## src/rtl/morse_pkg.sv

```systemverilog
// rtl/morse_pkg.sv - shared types and timing constants for the Morse encoder
package morse_pkg;

  typedef enum logic [2:0] {
    IDLE,
    ELEM,
    GAP,
    CSPACE,
    CHOLD,
    WSPACE,
    WHOLD,
    ERR
  } morse_state_e;

  // Pattern is left-aligned: bit 4 is the first element sent, 1 = dash.
  typedef struct packed {
    logic [2:0] len;
    logic [4:0] pattern;
  } morse_code_t;

  localparam int         CHAR_HOLD   = 3;
  localparam int         WORD_HOLD   = 7;
  localparam logic [7:0] ASCII_SPACE = 8'h20;

  function automatic morse_code_t mc(input logic [2:0] len, input logic [4:0] pattern);
    morse_code_t c;
    c.len     = len;
    c.pattern = pattern;
    return c;
  endfunction

endpackage

```

## src/rtl/morse_encoder_if.sv

```systemverilog
// rtl/morse_encoder_if.sv - character input handshake and symbol pulse outputs
interface morse_encoder_if;
  logic [7:0] ascii_in;
  logic       valid_in;
  logic       ready_out;
  logic       dot_out;
  logic       dash_out;
  logic       char_space_out;
  logic       word_space_out;
  logic       err_out;

  modport master (
    output ascii_in, valid_in,
    input  ready_out, dot_out, dash_out, char_space_out, word_space_out, err_out
  );

  modport slave (
    input  ascii_in, valid_in,
    output ready_out, dot_out, dash_out, char_space_out, word_space_out, err_out
  );
endinterface

```

## src/rtl/morse_code_rom.sv

```systemverilog
// rtl/morse_code_rom.sv - combinational ASCII to ITU Morse code lookup
module morse_code_rom
  import morse_pkg::*;
(
  input  logic [7:0] ascii_i,
  output logic [2:0] len_o,
  output logic [4:0] pattern_o,
  output logic       supported_o
);

  logic [7:0]  upper;
  morse_code_t code;

  always_comb begin
    upper = ascii_i;
    if (ascii_i >= 8'h61 && ascii_i <= 8'h7A) upper = ascii_i - 8'h20;
    code        = '0;
    supported_o = 1'b1;
    case (upper)
      8'h41: code = mc(3'd2, 5'b01000);
      8'h42: code = mc(3'd4, 5'b10000);
      8'h43: code = mc(3'd4, 5'b10100);
      8'h44: code = mc(3'd3, 5'b10000);
      8'h45: code = mc(3'd1, 5'b00000);
      8'h46: code = mc(3'd4, 5'b00100);
      8'h47: code = mc(3'd3, 5'b11000);
      8'h48: code = mc(3'd4, 5'b00000);
      8'h49: code = mc(3'd2, 5'b00000);
      8'h4A: code = mc(3'd4, 5'b01110);
      8'h4B: code = mc(3'd3, 5'b10100);
      8'h4C: code = mc(3'd4, 5'b01000);
      8'h4D: code = mc(3'd2, 5'b11000);
      8'h4E: code = mc(3'd2, 5'b10000);
      8'h4F: code = mc(3'd3, 5'b11100);
      8'h50: code = mc(3'd4, 5'b01100);
      8'h51: code = mc(3'd4, 5'b11010);
      8'h52: code = mc(3'd3, 5'b01000);
      8'h53: code = mc(3'd3, 5'b00000);
      8'h54: code = mc(3'd1, 5'b10000);
      8'h55: code = mc(3'd3, 5'b00100);
      8'h56: code = mc(3'd4, 5'b00010);
      8'h57: code = mc(3'd3, 5'b01100);
      8'h58: code = mc(3'd4, 5'b10010);
      8'h59: code = mc(3'd4, 5'b10110);
      8'h5A: code = mc(3'd4, 5'b11000);
      8'h30: code = mc(3'd5, 5'b11111);
      8'h31: code = mc(3'd5, 5'b01111);
      8'h32: code = mc(3'd5, 5'b00111);
      8'h33: code = mc(3'd5, 5'b00011);
      8'h34: code = mc(3'd5, 5'b00001);
      8'h35: code = mc(3'd5, 5'b00000);
      8'h36: code = mc(3'd5, 5'b10000);
      8'h37: code = mc(3'd5, 5'b11000);
      8'h38: code = mc(3'd5, 5'b11100);
      8'h39: code = mc(3'd5, 5'b11110);
      // Space is supported but carries no elements; the FSM handles it.
      ASCII_SPACE: code = '0;
      default: supported_o = 1'b0;
    endcase
  end

  assign len_o     = code.len;
  assign pattern_o = code.pattern;

endmodule

```

## src/rtl/morse_encoder.sv

```systemverilog
// rtl/morse_encoder.sv - accepts one ASCII character and emits Morse element/gap pulses
module morse_encoder
  import morse_pkg::*;
(
  input  logic            clk,
  input  logic            rst,
  morse_encoder_if.slave  bus
);

  morse_state_e state_q, state_d;
  logic [2:0]   cnt_q, cnt_d;
  logic [4:0]   sh_q, sh_d;
  logic         ready_q, dot_q, dash_q, cs_q, ws_q, err_q;
  logic         ready_d, dot_d, dash_d, cs_d, ws_d, err_d;
  logic [2:0]   rom_len;
  logic [4:0]   rom_pat;
  logic         rom_ok;
  logic         accept;

  morse_code_rom u_rom (
    .ascii_i     (bus.ascii_in),
    .len_o       (rom_len),
    .pattern_o   (rom_pat),
    .supported_o (rom_ok)
  );

  assign accept = bus.valid_in && ready_q;

  always_ff @(posedge clk or negedge rst) begin
    if (!rst) begin
      state_q <= IDLE;
      cnt_q   <= '0;
      sh_q    <= '0;
      ready_q <= 1'b0;
      dot_q   <= 1'b0;
      dash_q  <= 1'b0;
      cs_q    <= 1'b0;
      ws_q    <= 1'b0;
      err_q   <= 1'b0;
    end else begin
      state_q <= state_d;
      cnt_q   <= cnt_d;
      sh_q    <= sh_d;
      ready_q <= ready_d;
      dot_q   <= dot_d;
      dash_q  <= dash_d;
      cs_q    <= cs_d;
      ws_q    <= ws_d;
      err_q   <= err_d;
    end
  end

  // cnt_q holds elements still to send after the current one, or hold cycles left.
  always_comb begin
    state_d = state_q;
    cnt_d   = cnt_q;
    sh_d    = sh_q;
    case (state_q)
      IDLE: begin
        if (accept) begin
          if (bus.ascii_in == ASCII_SPACE) begin
            state_d = WSPACE;
          end else if (rom_ok) begin
            state_d = ELEM;
            cnt_d   = rom_len - 3'd1;
            sh_d    = rom_pat;
          end else begin
            state_d = ERR;
          end
        end
      end
      ELEM: begin
        if (cnt_q == 3'd0) begin
          state_d = CSPACE;
        end else begin
          state_d = GAP;
          cnt_d   = cnt_q - 3'd1;
          sh_d    = {sh_q[3:0], 1'b0};
        end
      end
      GAP:    state_d = ELEM;
      CSPACE: begin
        state_d = CHOLD;
        cnt_d   = 3'(CHAR_HOLD - 1);
        sh_d    = '0;
      end
      WSPACE: begin
        state_d = WHOLD;
        cnt_d   = 3'(WORD_HOLD - 1);
      end
      CHOLD, WHOLD: begin
        if (cnt_q == 3'd0) state_d = IDLE;
        else               cnt_d   = cnt_q - 3'd1;
      end
      ERR:     state_d = IDLE;
      default: state_d = IDLE;
    endcase
  end

  // Outputs are decoded from the next state so the registered pulse lines up with it.
  always_comb begin
    ready_d = (state_d == IDLE);
    dot_d   = (state_d == ELEM) && !sh_d[4];
    dash_d  = (state_d == ELEM) &&  sh_d[4];
    cs_d    = (state_d == CSPACE);
    ws_d    = (state_d == WSPACE);
    err_d   = (state_d == ERR);
  end

  assign bus.ready_out      = ready_q;
  assign bus.dot_out        = dot_q;
  assign bus.dash_out       = dash_q;
  assign bus.char_space_out = cs_q;
  assign bus.word_space_out = ws_q;
  assign bus.err_out        = err_q;

endmodule
```

## src/flat_wrapper.sv

```systemverilog
// flat-port wrapper written by rule: the top's interface ports become plain ports
module morse_encoder_flat import morse_pkg::*;
  (clk, rst, bus_ascii_in, bus_valid_in, bus_ready_out, bus_dot_out, bus_dash_out, bus_char_space_out, bus_word_space_out, bus_err_out);
  morse_encoder_if bus_i ();
  input  logic clk;
  input  logic rst;
  input wire logic [$bits(bus_i.ascii_in)-1:0] bus_ascii_in;
  input wire logic [$bits(bus_i.valid_in)-1:0] bus_valid_in;
  output wire logic [$bits(bus_i.ready_out)-1:0] bus_ready_out;
  output wire logic [$bits(bus_i.dot_out)-1:0] bus_dot_out;
  output wire logic [$bits(bus_i.dash_out)-1:0] bus_dash_out;
  output wire logic [$bits(bus_i.char_space_out)-1:0] bus_char_space_out;
  output wire logic [$bits(bus_i.word_space_out)-1:0] bus_word_space_out;
  output wire logic [$bits(bus_i.err_out)-1:0] bus_err_out;
  assign bus_i.ascii_in = bus_ascii_in;
  assign bus_i.valid_in = bus_valid_in;
  assign bus_ready_out = bus_i.ready_out;
  assign bus_dot_out = bus_i.dot_out;
  assign bus_dash_out = bus_i.dash_out;
  assign bus_char_space_out = bus_i.char_space_out;
  assign bus_word_space_out = bus_i.word_space_out;
  assign bus_err_out = bus_i.err_out;
  morse_encoder u_core (.clk(clk), .rst(rst), .bus(bus_i));
endmodule
```

## config.mk

```make
export PLATFORM = sky130hd
export DESIGN_NAME = morse_encoder_flat
export DESIGN_NICKNAME = d
export VERILOG_FILES = /design/src/rtl/morse_pkg.sv /design/src/rtl/morse_encoder_if.sv /design/src/rtl/morse_code_rom.sv /design/src/rtl/morse_encoder.sv /design/src/flat_wrapper.sv
export SDC_FILE = /design/constraint.sdc
export NUM_CORES = 1
export LEC_CHECK = 0
export ABC_CLOCK_PERIOD_IN_PS = 3700
export CAP_MARGIN = 20
export CELL_PAD_IN_SITES_DETAIL_PLACEMENT = 0
export CELL_PAD_IN_SITES_GLOBAL_PLACEMENT = 1
export CORE_ASPECT_RATIO = 1.75
export CORE_UTILIZATION = 42
export CTS_CLUSTER_DIAMETER = 100
export DETAILED_ROUTE_END_ITERATION = 8
export PLACE_DENSITY = 0.91
export SLEW_MARGIN = 10
export SYNTH_ARGS = -nofsm -noshare
export SYNTH_HDL_FRONTEND = slang
export SYNTH_SLANG_ARGS = --single-unit
```

## constraint.sdc

```tcl
create_clock -name clk -period 3.7 [get_ports clk]
set_input_delay 0.555 -clock clk [delete_from_list [all_inputs] [get_ports clk]]
set_output_delay 0.555 -clock clk [all_outputs]
set_load 0.005 [all_outputs]
```

# Word level (Yosys, flattened, before mapping)
# Cells that the tools add are included.
# W data, S select, Z words.
op_classes:
  addsub: 3
  order_cmp: 2
  n_eq_ne: 54
  muxes: 19
  n_reduce_logical: 15
op_table:
  columns: ["op", "n"]
  rows:
  - ["$pmux W8 S36", 1]
  - ["$eq A8 B7 Y1 const B", 26]
  - ["$eq A8 B6 Y1 const B", 12]
  - ["$reduce_or A37 Y1", 1]
  - ["$mux W3", 8]
  - ["$pmux W3 S7", 1]
  - ["$mux W5", 4]
  - ["$eq A3 B3 Y1 const B", 6]
  - ["$pmux W5 S3", 1]
  - ["$pmux W3 S4", 1]
  - ["$reduce_and A5 Y1", 2]
  - ["$eq A3 B2 Y1 const B", 3]
  - ["$logic_not A3 Y1", 3]
  - ["$ge A8 B7 Y1 const B", 1]
  - ["$le A8 B7 Y1 const B", 1]
  - ["$mux W8", 1]
  - ["$sub A8 B6 Y8 const B", 1]
  - ["$eq A3 B1 Y1 const B", 2]
  - ["$ne A2 B2 Y1 const B", 3]
  - ["$sub A3 B1 Y3 const B", 2]
  - ["$logic_and A1 B1 Y1", 4]
  - ["$ne A2 B1 Y1 const B", 2]
  - ["$reduce_bool A4 Y1", 1]
  - ["$reduce_bool A3 Y1", 1]
  - ["4 further kinds", 5]
word_totals:
  regBits: 17
  wordCells: 103

# Longest topological paths before layout
depth:
  ltp_word: 12
  depth_mapped: 15
  depth_no_buf: 14

# Modules after synthesis
# Synthesis repeated with hierarchy kept, for this count alone.
hier_totals:
  hier_cells: 231
  hier_area_um2: 1849.3
modules_own_cells:
  columns: ["mod", "n_inst", "cells_each", "area_per_inst_um2"]
  rows:
  - ["morse_encoder", 1, 98, 1036.0]
  - ["morse_code_rom", 1, 133, 813.3]

# Worst setup path after synthesis
# OpenSTA, ideal clock, no wires.
synth_path:
  path_kind: "input-to-reg"
  start: "input bus_ascii_in[3]"
  end: "register u_core.cnt_q[2]"
  setup_time_ns: 0.127
  arrival_time_ns: 2.871
  path_slack_ns: 0.701
  cell_stages: 13
  path_cell_list: "buf_6 or4_4 o22a_2 o21ai_2 nor2_1 a22oi_1 ha_1 xnor2_1 a21o_1 o221ai_1 a41oi_1 nand2_1 mux2_1"
synth_between:
  elab_chain_len: 10
  word_cells_on_any_way: 54
synth_rtl:
  columns: ["item", "line_no", "source"]
  rows:
  - ["start: declaration", "flat_wrapper.sv:7", "input wire logic [$bits(bus_i.ascii_in)-1:0] bus_ascii_in;"]
  - ["$ge A8 B7 Y1 / $le A8 B7 Y1 (equally long branches)", "morse_code_rom.sv:16", "if (ascii_i >= 8'h61 && ascii_i <= 8'h7A) upper = ascii_i - 8'h20;"]
  - ["$logic_and A1 B1 Y1", "morse_code_rom.sv:16", null]
  - ["$mux W8", "morse_code_rom.sv:16", null]
  - ["$eq A8 B6 Y1 / $eq A8 B7 Y1 (equally long branches)", "morse_code_rom.sv:19", "case (upper)"]
  - ["$pmux W8 S36", "morse_code_rom.sv:19", null]
  - ["$sub A3 B1 Y3", "morse_encoder.sv:65", "cnt_d = rom_len - 3'd1;"]
  - ["$mux W3", "morse_encoder.sv:63", "end else if (rom_ok) begin"]
  - ["$mux W3", "morse_encoder.sv:61", "if (bus.ascii_in == ASCII_SPACE) begin"]
  - ["$mux W3", "morse_encoder.sv:60", "if (accept) begin"]
  - ["$pmux W3 S4", "morse_encoder.sv:58", "case (state_q)"]
  - ["end signal: assignment", "morse_encoder.sv:42", "cnt_q <= cnt_d;"]
  - ["end: declaration", "morse_encoder.sv:11", "logic [2:0] cnt_q, cnt_d;"]
# Parallel ways exist; a longest one is shown, timed or not. The select of a mux whose other input is x is not followed.
# A chain may end at the register's enable or synchronous reset.

# Worst setup path in the final report
layout_path:
  start: "input bus_ascii_in[0]"
  end: "register u_core.cnt_q[2]"
# The elaborated chain is that of the path after synthesis.

==> flow_summary.json <==
{
  "p_sw_frac": 0.410,
  "async_flop_share": 1.00,
  "wire_per_inst_um": 15.3,
  "rows": 29,
  "syn_area_per_cell_um2": 7.85,
  "grt_use_total": 0.216,
  "yosys_warnings": 0,
  "synth_edf_count": 0,
  "clk_pin_slew_worst_paths_ns": 0.06,
  "worst-path-max-fanout": 6,
  "detailroute.via_count": 1558,
  "drt_iter0_markers": 45,
  "ys_seq_area_frac": 0.268,
  "post_cts_resized": 0,
  "multi_input_area_mm2": 0.00107,
  "maxSlewHeadroom": 0.495,
  "finalSetupTns_ns": 0,
  "cp-end-kind": "register",
  "grt_max_degree": 25,
  "rsz0062_at_grt": "false",
  "worstSetupStartpointType": "input pin",
  "layout_common_cells": "nand2_1, dfrtp_1, clkdlybuf4s50_1",
  "finalWeightedCongestion": 0.865,
  "die_x_um": 48.5,
  "drive_above_1_share": 0.120,
  "drt_wl_total_um": 4020,
  "worstPathArrival_ns": 3.42,
  "worstHoldPathType": "reg2reg",
  "first_pass_iters": 4,
  "via_per_inst": 5.92,
  "portBuffers": 16,
  "overflow": 0,
  "nets": 232,
  "clock_sinks": 17,
  "drt_drc_violations_left": 0,
  "antenna_found_initial": 0,
  "first_global_vias": 1524,
  "status": "complete, no violations",
  "clockBufferDepth": 2,
  "report.final.setup_viol": 0,
  "total_power_w": 0.000939,
  "core_area_mm2": 0.00363,
  "fmax_mhz": 304,
  "setup.worst_path.class": "in2reg",
  "synth_cells": 202,
  "whs_ns": 0.502,
  "skew_ns": 0.00101,
  "die_y_um": 83.3,
  "numCtsBuffers": 3,
  "p_switching_w": 0.000385,
  "synth_fp_nets": 216,
  "fillers": 377,
  "clk_latency_ns": 0.25,
  "die_area_mm2": 0.00404,
  "dpl.hpwl_um": 3150,
  "cap_violations": 0,
  "drtAntennaViolNets": 0,
  "drv_slew": 0,
  "cp.required_ns": 3.83,
  "io_pins": 17,
  "ctsHoldBuffers": 0,
  "h-tree-depth": 1,
  "ys.flop_type": "dfrtp_1",
  "p_int_w": 0.000554,
  "max-vdd-ir-drop_v": 0.000255,
  "p_per_area_mw_per_mm2": 506,
  "cts_tree": "yes",
  "period_minus_slack_ns": 3.29,
  "final-seq-area_um2": 425,
  "seqPwrFrac": 0.328,
  "worstMarginPinSlew_ns": 0.756,
  "cts_root_buf": "clkbuf_8",
  "grt_pass1_wl_um": 6900,
  "finalHoldViolations": 0,
  "synth_cell_type_count": 57,
  "netlist_area_mm2": 0.00159,
  "power.leakage_nw": 0.743,
  "diodes": 0,
  "power_frac_clock": 0.145,
  "period_share": 0.888,
  "final_common_cell": "nand2_1",
  "area_growth_syn_to_layout_pct": 17.0,
  "cts_setup_buffers": 0,
  "synth_seq_cells": 17,
  "start_util": 0.437,
  "power_frac_comb": 0.528
}
## through the flow
stage	std cells	util	area, um^2	worst slack, ns
2_1_floorplan	202	-	1590	0.701
3_3_place_gp	259	0.499	1810	0.190
3_5_place_dp	259	0.499	1810	0.151
4_1_cts	263	0.512	1860	0.415
5_1_grt	263	0.512	1860	0.0991
6_report	263	0.512	1860	0.414
## routing by layer
metal | part of all wire | vias to the layer above | global-route usage
met2 | 0.57 | 22 | 0.437
met5 | 0 | - | 0
met3 | 0.010 | 6 | 0.00549
li1 | - | 786 | -
met4 | 0.025 | 0 | 0.107
met1 | 0.39 | 744 | 0.214
## cell usage after synthesis (all sizes together), types with 4 or more instances
cell / count / area (um^2)
a31oi: 4 / 25.0
a21oi: 11 / 55.1
o21ai: 18 / 93.8
inv: 9 / 33.8
nor2: 11 / 41.3
nor3: 7 / 35.0
clkbuf: 13 / 48.8
nand2: 19 / 78.8
nand3: 11 / 55.1
nor2b: 7 / 43.8
mux2: 4 / 45.0
nand2b: 10 / 62.6
dfrtp: 17 / 425
## flip-flops by register name, indices dropped and copies added, names as in the netlist
name	flops
u_core.sh_q	5
u_core.cnt_q	3
u_core.state_q	3
u_core.bus.char_space_out	1
u_core.bus.dash_out	1
u_core.bus.dot_out	1
u_core.bus.err_out	1
u_core.bus.ready_out	1
u_core.bus.word_space_out	1
## cell type report
| type | instances | area share |
|---|---|---|
| clock buffer | 4 | 0.0243 |
| inverter | 9 | 0.0182 |
| multi-input combinational | 162 | 0.575 |
| sequential | 17 | 0.229 |
| tap | 46 | 0.0310 |
| timing repair buffer | 25 | 0.123 |
## worst max-delay path, stage by stage
cell and delay, ns:
clkdlybuf4s50_1 0.42, or4_4 0.55, o22a_2 0.28, o21ai_2 0.25, nor2_1 0.08, a22oi_1 0.17, ha_1 0.24, xnor2_1 0.13
a21o_1 0.10, o221ai_1 0.10, a41oi_1 0.18, nand2_1 0.07, mux2_1 0.29
## kinds of logic after synthesis
family | synth area share
simple gates | 0.307
compound gates | 0.291
buf+inv | 0.0591
flops | 0.268
mux | 0.0347
xor+xnor | 0.0166
fa+ha+maj | 0.0237
## path summary, 6_finish.rpt
check,slack [ns],start,depth (start not counted),endpoint
min in group asynchronous,0.75,rst,1,u_core.sh_q[4]$_DFF_PN0_
setup / recovery,0.41,bus_ascii_in[0],13,u_core.cnt_q[2]$_DFFE_PN0P_
max in group asynchronous,2.48,rst,1,u_core.bus.char_space_out$_DFF_PN0_
hold reg to reg,0.50,u_core.sh_q[0]$_DFFE_PN0P_,2,u_core.sh_q[0]$_DFFE_PN0P_
hold / removal,0.50,u_core.sh_q[0]$_DFFE_PN0P_,2,u_core.sh_q[0]$_DFFE_PN0P_
setup reg to reg,0.87,u_core.state_q[0]$_DFF_PN0_,12,u_core.cnt_q[2]$_DFFE_PN0P_
## power groups by stage
stage          clock (W)  combinational, W  sequential [W]
2_1_floorplan          0          0.000389        0.000276
3_3_place_gp           0          0.000488        0.000308
3_5_place_dp           0          0.000492        0.000309
4_1_cts         0.000139          0.000496        0.000306
5_1_grt         0.000146          0.000557        0.000316
6_report        0.000136          0.000495        0.000308
No activity file was read; power rests on OpenSTA's default activity.
